==> src/rtl/tss_pkg.sv <==
// -----------------------------------------------------------------------------
// tss_pkg
// Shared definitions for the event-capture Wishbone slave:
//   - byte offsets of the event-capture registers
//   - evc_entry_t: one captured timestamp {edge type, seconds, nanoseconds}
//   - wb_state_t:  state of the single-beat Wishbone acknowledge FSM
// -----------------------------------------------------------------------------
package tss_pkg;

    // Register byte offsets; only bits [4:2] are decoded by the slave.
    localparam logic [7:0] EVC_CTRL      = 8'h00;
    localparam logic [7:0] EVC_STATUS    = 8'h04;
    localparam logic [7:0] EVC_TS_NS     = 8'h08;
    localparam logic [7:0] EVC_TS_SEC_LO = 8'h0C;
    localparam logic [7:0] EVC_TS_SEC_HI = 8'h10;

    // CTRL bit positions
    localparam int unsigned CTRL_EN   = 0;
    localparam int unsigned CTRL_RISE = 1;
    localparam int unsigned CTRL_FALL = 2;
    localparam int unsigned CTRL_CLR  = 3;

    // One FIFO entry. etype = 1 for a rising edge, 0 for a falling edge.
    typedef struct packed {
        logic        etype;
        logic [47:0] sec;
        logic [31:0] ns;
    } evc_entry_t;

    typedef enum logic {
        WB_IDLE = 1'b0,
        WB_ACK  = 1'b1
    } wb_state_t;

    // Word index of a register byte offset.
    function automatic logic [2:0] reg_index(input logic [7:0] offset);
        return offset[4:2];
    endfunction

endpackage

==> src/rtl/ts_evt_fifo.sv <==
// -----------------------------------------------------------------------------
// ts_evt_fifo
// Synchronous first-word-fall-through FIFO for captured timestamps.
//   clk, arst   clock, asynchronous active-high reset
//   flush       empties the FIFO; overrides push and pop in the same cycle
//   push        write push_data (accepted when not full, or when full and
//               a pop happens in the same cycle)
//   push_data   entry to store
//   pop         discard the head entry (ignored while empty)
//   head        current oldest entry, valid whenever empty = 0
//   full, empty occupancy flags
//   level       number of stored entries (0..DEPTH)
// DEPTH must be a power of two so the pointers wrap naturally.
// -----------------------------------------------------------------------------
module ts_evt_fifo #(
    parameter int unsigned DEPTH = 16,
    parameter type         entry_t = logic [7:0]
) (
    input  logic                     clk,
    input  logic                     arst,
    input  logic                     flush,
    input  logic                     push,
    input  entry_t                   push_data,
    input  logic                     pop,
    output entry_t                   head,
    output logic                     full,
    output logic                     empty,
    output logic [$clog2(DEPTH):0]   level
);

    localparam int unsigned AW = $clog2(DEPTH);
    localparam logic [AW:0] FULL_CNT = (AW + 1)'(DEPTH);

    entry_t          mem [DEPTH];
    logic [AW-1:0]   wr_ptr;
    logic [AW-1:0]   rd_ptr;
    logic [AW:0]     count;
    logic            do_push;
    logic            do_pop;

    always_comb begin
        do_pop  = pop & (count != '0);
        // A full FIFO still accepts a push when the head leaves in the same cycle.
        do_push = push & ((count != FULL_CNT) | do_pop);
    end

    always_ff @(posedge clk or posedge arst) begin
        if (arst) begin
            wr_ptr <= '0;
            rd_ptr <= '0;
            count  <= '0;
        end else if (flush) begin
            wr_ptr <= '0;
            rd_ptr <= '0;
            count  <= '0;
        end else begin
            if (do_push) begin
                wr_ptr <= wr_ptr + 1'b1;
            end
            if (do_pop) begin
                rd_ptr <= rd_ptr + 1'b1;
            end
            case ({do_push, do_pop})
                2'b10:   count <= count + 1'b1;
                2'b01:   count <= count - 1'b1;
                default: count <= count;
            endcase
        end
    end

    // Storage is not reset; occupancy is tracked by count alone.
    always_ff @(posedge clk) begin
        if (do_push && !flush) begin
            mem[wr_ptr] <= push_data;
        end
    end

    assign head  = mem[rd_ptr];
    assign full  = (count == FULL_CNT);
    assign empty = (count == '0);
    assign level = count;

endmodule

==> src/rtl/ts_event_capture.sv <==
// -----------------------------------------------------------------------------
// ts_event_capture
// Timestamps edges of an asynchronous event input against the PTP RTC and
// queues the stamps for software, which reads them over Wishbone.
//   clk          RTC / Wishbone clock
//   arst         asynchronous active-high reset
//   evt_i        asynchronous event input (synchronized here)
//   rtc_sec_i    RTC seconds (48 bit)
//   rtc_ns_i     RTC nanoseconds (32 bit)
//   wbs_addr_i   byte address, bits [4:2] decoded
//   wbs_data_i   write data
//   wbs_data_o   registered read data, valid with ack, 0 otherwise
//   wbs_we_i     write enable
//   wbs_stb_i    strobe (already qualified by cyc)
//   wbs_ack_o    single-cycle acknowledge, one cycle after strobe
//   irq_o        high while the FIFO holds entries and CTRL.en = 1
// Registers: 0x00 CTRL, 0x04 STATUS, 0x08 TS_NS, 0x0C TS_SEC_LO,
//            0x10 TS_SEC_HI (reading it pops the head entry).
// Stamps carry a fixed two-cycle latency that software compensates.
// -----------------------------------------------------------------------------
module ts_event_capture
    import tss_pkg::*;
#(
    parameter int unsigned DEPTH = 16,
    parameter int unsigned OVF_W = 8
) (
    input  logic        clk,
    input  logic        arst,
    input  logic        evt_i,
    input  logic [47:0] rtc_sec_i,
    input  logic [31:0] rtc_ns_i,
    input  logic [31:0] wbs_addr_i,
    input  logic [31:0] wbs_data_i,
    output logic [31:0] wbs_data_o,
    input  logic        wbs_we_i,
    input  logic        wbs_stb_i,
    output logic        wbs_ack_o,
    output logic        irq_o
);

    localparam int unsigned LW = $clog2(DEPTH) + 1;

    localparam logic [2:0] IDX_CTRL      = reg_index(EVC_CTRL);
    localparam logic [2:0] IDX_STATUS    = reg_index(EVC_STATUS);
    localparam logic [2:0] IDX_TS_NS     = reg_index(EVC_TS_NS);
    localparam logic [2:0] IDX_TS_SEC_LO = reg_index(EVC_TS_SEC_LO);
    localparam logic [2:0] IDX_TS_SEC_HI = reg_index(EVC_TS_SEC_HI);

    // Event synchronizer and edge detect
    logic             sync1;
    logic             sync2;
    logic             prev;
    logic             rise_det;
    logic             fall_det;

    // Control / status state
    logic             en;
    logic             rise;
    logic             fall;
    logic             clr_q;
    logic [OVF_W-1:0] ovf_cnt;

    // Wishbone
    wb_state_t        wb_state;
    logic [2:0]       idx;
    logic             access;
    logic             ctrl_wr;
    logic             ts_pop;
    logic [31:0]      status_word;
    logic [31:0]      rd_data;

    // FIFO interface
    logic             push;
    logic             pop;
    logic             ovf_inc;
    evc_entry_t       push_data;
    evc_entry_t       head;
    logic             fifo_full;
    logic             fifo_empty;
    logic [LW-1:0]    level;

    logic             unused_bits;

    // -------------------------------------------------------------------------
    // Event input: 2-FF synchronizer followed by a previous-value register
    // -------------------------------------------------------------------------
    always_ff @(posedge clk or posedge arst) begin
        if (arst) begin
            sync1 <= 1'b0;
            sync2 <= 1'b0;
            prev  <= 1'b0;
        end else begin
            sync1 <= evt_i;
            sync2 <= sync1;
            prev  <= sync2;
        end
    end

    assign rise_det = sync2 & ~prev;
    assign fall_det = ~sync2 & prev;

    // -------------------------------------------------------------------------
    // Access decode. An access is a strobe seen while no ack is outstanding.
    // -------------------------------------------------------------------------
    always_comb begin
        idx     = wbs_addr_i[4:2];
        access  = wbs_stb_i & (wb_state == WB_IDLE);
        ctrl_wr = access & wbs_we_i & (idx == IDX_CTRL);
        ts_pop  = access & ~wbs_we_i & (idx == IDX_TS_SEC_HI);
    end

    // -------------------------------------------------------------------------
    // Push / pop. The cycle after a clr write flushes the FIFO, so anything
    // detected or popped in that cycle is dropped rather than counted.
    // -------------------------------------------------------------------------
    always_comb begin
        push          = en & ((rise & rise_det) | (fall & fall_det)) & ~clr_q;
        pop           = ts_pop & ~clr_q;
        ovf_inc       = push & fifo_full & ~pop;
        push_data     = '0;
        push_data.etype = sync2;
        push_data.sec   = rtc_sec_i;
        push_data.ns    = rtc_ns_i;
    end

    ts_evt_fifo #(
        .DEPTH   (DEPTH),
        .entry_t (evc_entry_t)
    ) u_fifo (
        .clk       (clk),
        .arst      (arst),
        .flush     (clr_q),
        .push      (push),
        .push_data (push_data),
        .pop       (pop),
        .head      (head),
        .full      (fifo_full),
        .empty     (fifo_empty),
        .level     (level)
    );

    // -------------------------------------------------------------------------
    // CTRL register, self-clearing clr and saturating overflow counter
    // -------------------------------------------------------------------------
    always_ff @(posedge clk or posedge arst) begin
        if (arst) begin
            en      <= 1'b0;
            rise    <= 1'b0;
            fall    <= 1'b0;
            clr_q   <= 1'b0;
            ovf_cnt <= '0;
        end else begin
            clr_q <= ctrl_wr & wbs_data_i[CTRL_CLR];
            if (ctrl_wr) begin
                en   <= wbs_data_i[CTRL_EN];
                rise <= wbs_data_i[CTRL_RISE];
                fall <= wbs_data_i[CTRL_FALL];
            end
            if (clr_q) begin
                ovf_cnt <= '0;
            end else if (ovf_inc && (ovf_cnt != '1)) begin
                ovf_cnt <= ovf_cnt + 1'b1;
            end
        end
    end

    // -------------------------------------------------------------------------
    // Read mux; TS registers read 0 while the FIFO is empty
    // -------------------------------------------------------------------------
    always_comb begin
        status_word         = '0;
        status_word[LW-1:0] = level;
        status_word[8]      = fifo_empty;
        status_word[9]      = fifo_full;
        status_word[23:16]  = 8'(ovf_cnt);

        rd_data = '0;
        case (idx)
            IDX_CTRL:      rd_data = {28'd0, 1'b0, fall, rise, en};
            IDX_STATUS:    rd_data = status_word;
            IDX_TS_NS:     rd_data = fifo_empty ? '0 : head.ns;
            IDX_TS_SEC_LO: rd_data = fifo_empty ? '0 : head.sec[31:0];
            IDX_TS_SEC_HI: rd_data = fifo_empty ? '0
                                     : {head.etype, 15'd0, head.sec[47:32]};
            default:       rd_data = '0;
        endcase
    end

    // -------------------------------------------------------------------------
    // Wishbone acknowledge FSM: one ack cycle per access, data only with ack
    // -------------------------------------------------------------------------
    always_ff @(posedge clk or posedge arst) begin
        if (arst) begin
            wb_state   <= WB_IDLE;
            wbs_ack_o  <= 1'b0;
            wbs_data_o <= '0;
        end else begin
            case (wb_state)
                WB_IDLE: begin
                    if (wbs_stb_i) begin
                        wb_state   <= WB_ACK;
                        wbs_ack_o  <= 1'b1;
                        wbs_data_o <= wbs_we_i ? '0 : rd_data;
                    end else begin
                        wbs_ack_o  <= 1'b0;
                        wbs_data_o <= '0;
                    end
                end
                WB_ACK: begin
                    wb_state   <= WB_IDLE;
                    wbs_ack_o  <= 1'b0;
                    wbs_data_o <= '0;
                end
                default: begin
                    wb_state   <= WB_IDLE;
                    wbs_ack_o  <= 1'b0;
                    wbs_data_o <= '0;
                end
            endcase
        end
    end

    assign irq_o = en & ~fifo_empty;

    assign unused_bits = ^{wbs_addr_i[31:5], wbs_addr_i[1:0], wbs_data_i[31:4]};

endmodule

==> config.mk <==
export PLATFORM = sky130hd
export DESIGN_NAME = ts_event_capture
export DESIGN_NICKNAME = d
export VERILOG_FILES = /design/src/rtl/tss_pkg.sv /design/src/rtl/ts_evt_fifo.sv /design/src/rtl/ts_event_capture.sv
export SDC_FILE = /design/constraint.sdc
export NUM_CORES = 1
export LEC_CHECK = 0
export BUFFER_PORTS_ARGS = -buffer_cell sky130_fd_sc_hd__buf_2
export CORE_ASPECT_RATIO = 1.75
export CORE_MARGIN = 5
export CORE_UTILIZATION = 40
export DETAILED_ROUTE_END_ITERATION = 12
export HOLD_SLACK_MARGIN = 0.12
export PLACE_DENSITY = 0.53
export SLEW_MARGIN = 15
export SYNTH_ARGS = -nofsm -noshare
export SYNTH_HDL_FRONTEND = slang
export SYNTH_HIERARCHICAL = 1
export SYNTH_SLANG_ARGS = --single-unit
==> constraint.sdc <==
create_clock -name clk -period 17.54 [get_ports clk]
set_input_delay 3.508 -clock clk [delete_from_list [all_inputs] [get_ports clk]]
set_output_delay 3.508 -clock clk [all_outputs]
set_load 0.05 [all_outputs]
-- Yosys cells after proc, flatten, opt, wreduce, memory -nomap -nowiden
Memories as Yosys holds them, arrays and structs flattened.
Cells that the tools add are included.
- output and inout port bits: 34
- memories kept: 1
- latch bits: 0
- logic and storage cells: 84
- input bits: 149
- flip-flop bits (word level): 61
- memory bits (writable): 1296
- bits in read-only memories: 0
- shifts and indexed selects: 0
- div/mod/pow operators: 0
- reduce and logical (&&, ||, !) cells: 10
- bitwise logic cells: 27
- mux-type cells: 19
- add/sub/neg operators: 5
- $lt $le $gt $ge: 0
- eq/ne operators: 9
- multipliers: 0
- memories (name ; words ; bits a word ; rd ports ; clocked after memory_dff ; wr ports ; RTL line ; source):
    u_fifo.mem ; 16 ; 81 ; 1 ; 0 ; 1 ; ts_evt_fifo.sv:34 ; entry_t mem [DEPTH];
- operators by type and width (cell ; number):
    2-to-1 mux 32 bit ; 5
    one-hot mux 32 bit (5 select lines) ; 1
    one-hot mux 32 bit (2 select lines) ; 1
    AND 1 bit ; 18
    2-to-1 mux 4 bit ; 4
    2-to-1 mux 8 bit ; 2
    one-hot mux 5 bit (2 select lines) ; 1
    adder 4 x 1 -> 4 bit (second input constant) ; 2
    adder 8 x 1 -> 8 bit (second input constant) ; 1
    != test 8 bit (second input constant) ; 1
    NOT 1 bit ; 7
    == test 3 x 2 -> 1 bit (second input constant) ; 2
    nonzero test 2 bit ; 3
    adder 5 x 1 -> 5 bit (second input constant) ; 1
    == test 5 bit (second input constant) ; 1
    zero test 5 bit ; 1
    2-to-1 mux 5 bit ; 1
    != test 5 bit (second input constant) ; 1
    nonzero test 5 bit ; 1
    subtractor 5 x 1 -> 5 bit (second input constant) ; 1
    == test 3 x 1 -> 1 bit (second input constant) ; 1
    == test 3 bit (second input constant) ; 1
    zero test 3 bit ; 1
    2-to-1 mux 1 bit ; 3
    7 further kinds ; 9

-- Longest topological paths before layout
Gate-level depths: netlist (run 1).
- depth in word-level cells: 11
- depth in mapped cells: 11
- gate-level depth less buffers: 11

-- Modules after synthesis
Netlist (run 1), hierarchy kept.
- modules (own cells, without submodules) (module ; area each (sq um) ; seq. area each (sq um) ; times used ; cells each):
    ts_evt_fifo ; 49507.5 ; 39242.6 ; 1 ; 1909
    ts_event_capture ; 2452.4 ; 1201.2 ; 1 ; 237

-- Worst setup path after synthesis (run 1)
OpenSTA, ideal clock, no wires.
- path type: input to register
- start point: input port wbs_addr_i[2]
- end point: memory u_fifo/mem[0][0] (netlist name), enable pin
- path slack: 8.680 ns
- buffers on the path: 1
- data required time: 17.019 ns
- library setup time: 0.521 ns
- arrival: 8.339 ns
- cell stages on the path: 8
- cells stage by stage: buf_6 > nor3b_4 > nand3_4 > clkinv_2 > inv_1 > a31oi_1 > nand2_1 > nor2_1
- cells in the longest elaborated chain, start to end: 9
- RTL lines (what ; RTL line ; source):
    start, declared ; ts_event_capture.sv:32 ; input logic [31:0] wbs_addr_i,
    == test 3 bit ; ts_event_capture.sv:109 ; ts_pop = access & ~wbs_we_i & (idx == IDX_TS_SEC_HI);
    AND 1 bit ; ts_event_capture.sv:109 ;
    AND 1 bit ; ts_event_capture.sv:118 ; pop = ts_pop & ~clr_q;
    named net pop ; ts_event_capture.sv:74 ; logic pop;
    AND 1 bit ; ts_evt_fifo.sv:42 ; do_pop = pop & (count != '0);
    OR 1 bit ; ts_evt_fifo.sv:44 ; do_push = push & ((count != FULL_CNT) | do_pop);
    AND 1 bit ; ts_evt_fifo.sv:44 ;
    logical AND 1 bit ; ts_evt_fifo.sv:73 ; if (do_push && !flush) begin
    2-to-1 mux 1 bit ; ts_evt_fifo.sv:73 ;
    2-to-1 mux 1 bit (not written as such) ; ts_evt_fifo.sv:74 ; mem[wr_ptr] <= push_data;
    end, declared ; ts_evt_fifo.sv:34 ;
The timed path passes the listed nets, and every way through them passes these cells.

-- Final worst setup path (run 1)
- start point: input port wbs_addr_i[2]
- end point: memory u_fifo/mem[13][62] (netlist name), enable pin
The elaborated chain is that of the path after synthesis.

==> results.py, run 1 <==
metrics = {
    "clocking": {
        "clk_path_buf_depth": 3,
        "cts_tree": "built",
        "root_buffer": "clkbuf_16",
        "clkSinkCount": 1357,
        "postCtsSetupRepairBufs": 0,
        "cts.hold.buffers_added": 0,
        "cts_buffers": 119,
        "h-tree-depth": 3,
        "clkLatencyLatePin_ns": 0.73,
        "clk_pin_slew_worst_paths_ns": 0.07,
        "postCtsResizedCells": 0,
    },
    "min_path": {
        "holdCritPathClass": "reg2reg",
    },
    "floorplanning": {
        "start_util_pct": 40.08,
        "die_y_um": 486.8,
        "core_um2": 129600,
        "dieArea_um2": 137500,
        "io_pins": 183,
        "rows": 175,
        "die_w_um": 282.5,
    },
    "cells_and_area": {
        "nNetsFinal": 2495,
        "layout-drive-gt1-share_pct": 33.02,
        "syn_to_final_growth_pct": 13.11,
        "final_cells": 4125,
    },
    "critical_path": {
        "r2r_cells": 9,
        "cp-endpoint": "u_fifo/mem[13][62]",
        "timing.rr.end": "u_fifo/mem[13][62]",
        "worst-setup-path-type": "in2reg",
        "startpoint": "wbs_addr_i[2]",
        "r2r-start": "sync2",
        "crit_path_start_kind": "input pin",
        "cp.required_ns": 17.88,
        "rrSetupSlack_ns": 12.01,
        "critPathMaxFanout": 33,
        "cp.arrival_ns": 8.43,
        "critPathCaptureType": "register",
    },
    "synth": {
        "ys_warn_count": 6,
        "yosysMostFrequentCell": "edfxtp_1",
        "yosys.area.top_type": "edfxtp_1",
        "syn_nets": 2305,
        "synth-edff-count": 1296,
        "synth_top_cell_area_share_pct": 74.90,
        "ys.flop_type": "edfxtp_1",
        "syn_inst": 2146,
        "synth-seq-cells": 1357,
        "synth_area_leaders": "edfxtp_1, mux4_2, dfrtp_1, mux2i_1, nor2_1",
        "synthTopCellsByCount": "edfxtp_1, mux4_2, nor2_1, dfrtp_1, clkbuf_1",
        "postSynth.asyncResetShare_pct": 4.495,
        "ys_types": 57,
        "avgSynthCellArea_um2": 24.21,
        "seq_area_frac_synth_pct": 77.84,
        "netlist_area_um2": 51960,
    },
    "timing": {
        "clock_skew_ns": 0.03245,
        "fmax_mhz": 123.7,
        "final_hold_viol_count": 0,
        "tns_ns": 0,
        "worstMarginPinSlew_ns": 1.060,
        "final_max_slew_viol_count": 0,
        "finalCritPeriodShare_pct": 46.10,
        "timing.max_slew.rel_slack_pct": 29.37,
        "setup_violations": 0,
        "fin_crit_ns": 8.086,
        "rsz0062_at_grt": "no",
    },
    "placement": {
        "dp_cells": 3896,
        "place_congestion": 0.7550,
        "dp_hpwl_um": 65670,
        "port_buffers": 125,
    },
    "route": {
        "drtIter0Drc": 1862,
        "totalWireLength_um": 122800,
        "wl_per_cell_um": 29.77,
        "vias_per_cell": 5.576,
        "drc": 0,
        "via_count": 23000,
        "antenna_left": 0,
        "dr.pass1.iters": 5,
    },
    "power_and_ir_drop": {
        "leakage_uw": 0.01832,
        "power_density_nw_per_um2": 135.1,
        "vdd_drop_max_mv": 0.1059,
    },
    "status": {
        "status": "finished clean",
    },
    "global_route": {
        "overflow": 0,
        "grt_pass1_wl_um": 177900,
        "antenna_found_initial": 36,
        "grt_pass1_vias": 24900,
        "grt_max_degree": 133,
        "track_usage_pct": 18.00,
    },
    "flow_run": {
        "cap_violations": 0,
    },
}
through the flow:
stage	hold slack (ns)	power, uW	worst slack, ns	utilization (%)	cell area (um^2)
3_3_place_gp	0.3490	5311	8.630	42.19	54680
4_1_cts	0.3532	8060	9.398	45.32	58750
6_report	0.3516	7939	9.454	45.34	58770
5_1_grt	0.3706	8271	9.252	45.33	58750
2_1_floorplan	0.3312	4911	8.680	-	51960
3_5_place_dp	0.3435	5330	8.598	42.19	54680
per-layer routing:
layer / wire [um] / global-route usage (%) / part of all wire [%]
met5: 160 / 0 / 0.13
met4: 2944 / 5.143 / 2.4
met3: 6802 / 3.481 / 5.5
met2: 64220 / 31.18 / 52
met1: 48670 / 23.28 / 40
worst max-delay path: stages:
cell and delay, ns:
buf_4 0.18, nor3b_4 0.87, nand3_4 0.20, clkinv_2 0.24, inv_1 0.12, a31oi_1 0.58
nand2_1 0.41, nor2_4 0.77, buf_4 0.69, buf_4 0.73
placed cells by master, fill, tap and decap left out, drive strengths merged, types with 2 or more instances in the layout:
cell type  netlist  layout
nand3b           3       3
nor3             4       4
o2111ai          2       2
clkinvlp         0       5
nand3            7       7
o21a             3       3
a21oi           18      18
a211oi           2       2
a2bb2oi          6       6
or2              3       3
nor2b            8       8
clkinv           1      46
ha               9       9
o21ai           19      19
bufinv           0      17
dfrtp           61      61
o211ai           4       4
nor2            67      67
xor2             3       3
mux2i           38      38
clkbuf          40     144
edfxtp        1296    1296
diode            0       9
inv             14      23
nor4             4       4
and3             2       2
nand2           19      19
xnor2            3       3
nand4b           2       2
mux2            10      10
mux4           405     405
nand2b           6       6
o41ai            2       2
nand4            6       6
buf             66     175
flip-flops by register name, indices dropped and copies added (netlist names), 4 cells and up:
signal         count
u_fifo/rd_ptr      4
u_fifo/level       5
u_fifo/mem      1296
ovf_cnt            8
wbs_data_o        32
u_fifo/wr_ptr      4
cell type report:
cell class / instances / area, um^2
multi-input combinational: 668 / 11020
fill: 10780 / 70850
timing repair buffer: 175 / 1041
sequential: 1357 / 40460
clock buffer: 144 / 3218
clock inverter: 76 / 847.1
antenna: 9 / 22.52
tap: 1681 / 2103
inverter: 15 / 58.81
cell families after synthesis:
group,after synthesis,share of synthesized area [%]
buffers and inverters,121,1.182
AOI/OAI and AO/OA,61,0.7850
xor gates and xnor gates,6,0.1012
muxes,453,18.51
and+or+nand+nor,138,1.329
adders and majority gates,10,0.2553
DFF,1357,77.84
power breakdown:
group | total (uW) | internal (uW) | leakage, uW | switching, uW
Clock | 2720 | 1560 | 0.00200 | 1170
Sequential | 3670 | 3600 | 0.0125 | 74.3
Combinational | 1540 | 794 | 0.00387 | 750
worst min-delay path by stage:
stage | start | endpoint | depth (start not counted)
floorplan | sync1 | sync2 | 0
global placement | sync1 | sync2 | 0
detailed placement | sync1 | sync2 | 0
CTS | sync1 | sync2 | 0
global route | sync1 | sync2 | 0
finish | sync1 | sync2 | 0
No activity file was read; power rests on OpenSTA's default activity.
==> run 2: changes to the inputs <==
Settings changed: PLACE_DENSITY 0.53 to 0.55.
Clock period 17.54 ns to 7.22 ns, I/O delays scaled along.
==> results.py, run 2 (synthesis results as in run 1) <==
metrics = {
    "global_route": {
        "overflow": 0,
        "track_usage_pct": 17.52,
        "grt_pass1_vias": 24740,
        "antenna_found_initial": 33,
        "grt_max_degree": 93,
        "grt_pass1_wl_um": 175100,
    },
    "route": {
        "totalWireLength_um": 119600,
        "dr.pass1.iters": 5,
        "drtIter0Drc": 2015,
        "via_count": 23160,
        "wl_per_cell_um": 28.88,
        "drc": 0,
        "vias_per_cell": 5.595,
        "antenna_left": 0,
    },
    "cells_and_area": {
        "top_register": "u_fifo/mem",
        "nNetsFinal": 2505,
        "mostFrequentLayoutCells": "edfxtp_1, mux4_2, buf_2",
        "layout-drive-gt1-share_pct": 33.35,
        "syn_to_final_growth_pct": 14.02,
        "largest_reg_flops": 1296,
        "largestRegisters": "u_fifo/mem: 1296 flops, wbs_data_o: 32 flops, ovf_cnt: 8 flops",
        "layout_commonest_cell": "edfxtp_1",
        "fin_area_um2": 59250,
    },
    "floorplanning": {
        "die_y_um": 486.8,
        "io_pins": 183,
        "core_um2": 129600,
        "die_w_um": 282.5,
        "dieArea_um2": 137500,
        "rows": 175,
        "start_util_pct": 40.08,
    },
    "timing": {
        "finalCritPeriodShare_pct": 60.79,
        "tns_ns": 0,
        "final_max_slew_viol_count": 0,
        "setup_violations": 0,
        "fin_crit_ns": 4.389,
        "clock_skew_ns": 0.02647,
        "rsz0062_at_grt": "no",
        "fmax_mhz": 227.8,
        "worstMarginPinSlew_ns": 1.036,
        "final_hold_viol_count": 0,
        "timing.max_slew.rel_slack_pct": 30.94,
    },
    "clocking": {
        "clkSinkCount": 1357,
        "cts_buffers": 118,
        "clk_path_buf_depth": 3,
        "postCtsResizedCells": 0,
        "clkLatencyLatePin_ns": 0.74,
        "cts_tree": "built",
        "h-tree-depth": 3,
        "clk_pin_slew_worst_paths_ns": 0.06,
        "cts.hold.buffers_added": 0,
        "root_buffer": "clkbuf_16",
        "postCtsSetupRepairBufs": 0,
    },
    "power_and_ir_drop": {
        "p_sw_uw": 4846,
        "vdd_drop_max_mv": 0.2559,
        "power_density_nw_per_um2": 326.0,
        "leakage_uw": 0.01843,
        "power_frac_clock_pct": 34.4,
        "p_seq_share_pct": 46.3,
        "p_sw_share_pct": 25.09,
        "power_frac_comb_pct": 19.3,
        "p_int_uw": 14470,
    },
    "flow_run": {
        "cap_violations": 0,
    },
    "placement": {
        "port_buffers": 125,
        "dp_hpwl_um": 65300,
        "placed_area_um2": 55130,
        "place_congestion": 0.7495,
    },
    "critical_path": {
        "crit_chain": "buf_4 > nor3b_4 > buf_4 > nand3_4 > clkinv_2 > inv_1 > a31oi_1 > nand2_1 > nor2_4 > buf_12",
        "crit_path_start_kind": "input pin",
        "critPathMostFrequentCell": "buf_4",
        "critPathTopFamily": "simple AND/OR/NAND/NOR gates",
        "cp.arrival_ns": 4.79,
        "worst-path-buf-inv": 5,
        "critPathCaptureType": "register",
        "cpPeakStageDelay_ns": 0.80,
        "worst-setup-path-type": "in2reg",
        "critPathMaxFanout": 26,
        "cp_slowest_cell": "nor2_4",
        "cp.required_ns": 7.62,
    },
    "status": {
        "status": "finished clean",
    },
    "min_path": {
        "holdCritPathClass": "reg2reg",
    },
}
run 2: changes by cell type in the layout (fill, tap and decap cells not counted), moves of 2 or more:
cell        previous run  this run
buf_12                 3        32
bufinv_16             17        21
clkbuf_1              16        12
buf_4                 48        30
clkinvlp_4             5        11
clkinv_1              19        23
diode_2                9        12
clkbuf_16            124       119
clkbuf_8               4         0
clkinv_8               0         2
inv_4                  4         0
run 2: final timing paths:
check	from	to	slack, ns	cells past startpoint
worst max-delay path	wbs_addr_i[2]	u_fifo/mem[9][24]	2.83	10
worst min-delay path	sync1	sync2	0.36	0
worst max register to register	sync2	u_fifo/mem[9][24]	3.08	8
worst min register to register	sync1	sync2	0.36	0
max in group asynchronous	arst	wbs_data_o[28]	5.66	2
min in group asynchronous	arst	u_fifo/level[0]	0.76	2
run 2: worst reg2reg max path, delay by kind of cell (launching register included):
| kind | cells | cell delay (ns) |
|---|---|---|
| AOI/OAI and AO/OA | 2 | 0.91 |
| buffers and inverters | 3 | 0.78 |
| and+or+nand+nor | 3 | 1.36 |
| DFF | 1 | 0.72 |
run 2: area by class of cell:
class                           count  area (um^2)
Multi-Input combinational cell    668        11020
Fill cell                       10660        70380
Inverter                           15        57.56
Sequential cell                  1357        40460
Clock buffer                      131         3023
Clock inverter                     90         1065
Tap cell                         1681         2103
Timing Repair Buffer              186         1486
Antenna cell                       12        30.03
run 2: metrics by stage:
step	setup WS (ns)	total power (uW)	std cells	hold slack, ns	utilization [%]
6_report	2.831	19320	4140	0.3590	45.71
5_1_grt	2.665	20110	4130	0.3725	45.69
2_1_floorplan	0.4236	11930	2146	0.3312	-
3_5_place_dp	2.095	12930	3907	0.3370	42.53
3_3_place_gp	2.085	12860	3907	0.3437	42.53
4_1_cts	2.869	19610	4128	0.3618	45.68
run 2: per-layer routing:
metal / routed length, um / global-route usage, % / up-vias
li1: - / - / 9590
met1: 48930 / 23.60 / 12830
met2: 62400 / 30.12 / 574
met3: 6032 / 2.945 / 153
met4: 2075 / 4.175 / 18
met5: 124 / 0 / -
run 2: power by group through the flow:
stage,clock [uW],combinational (uW),sequential [uW]
2_1_floorplan,0,2940,8990
3_3_place_gp,0,3750,9110
3_5_place_dp,0,3810,9120
4_1_cts,6840,3820,8950
5_1_grt,7150,4000,8970
6_report,6650,3720,8940
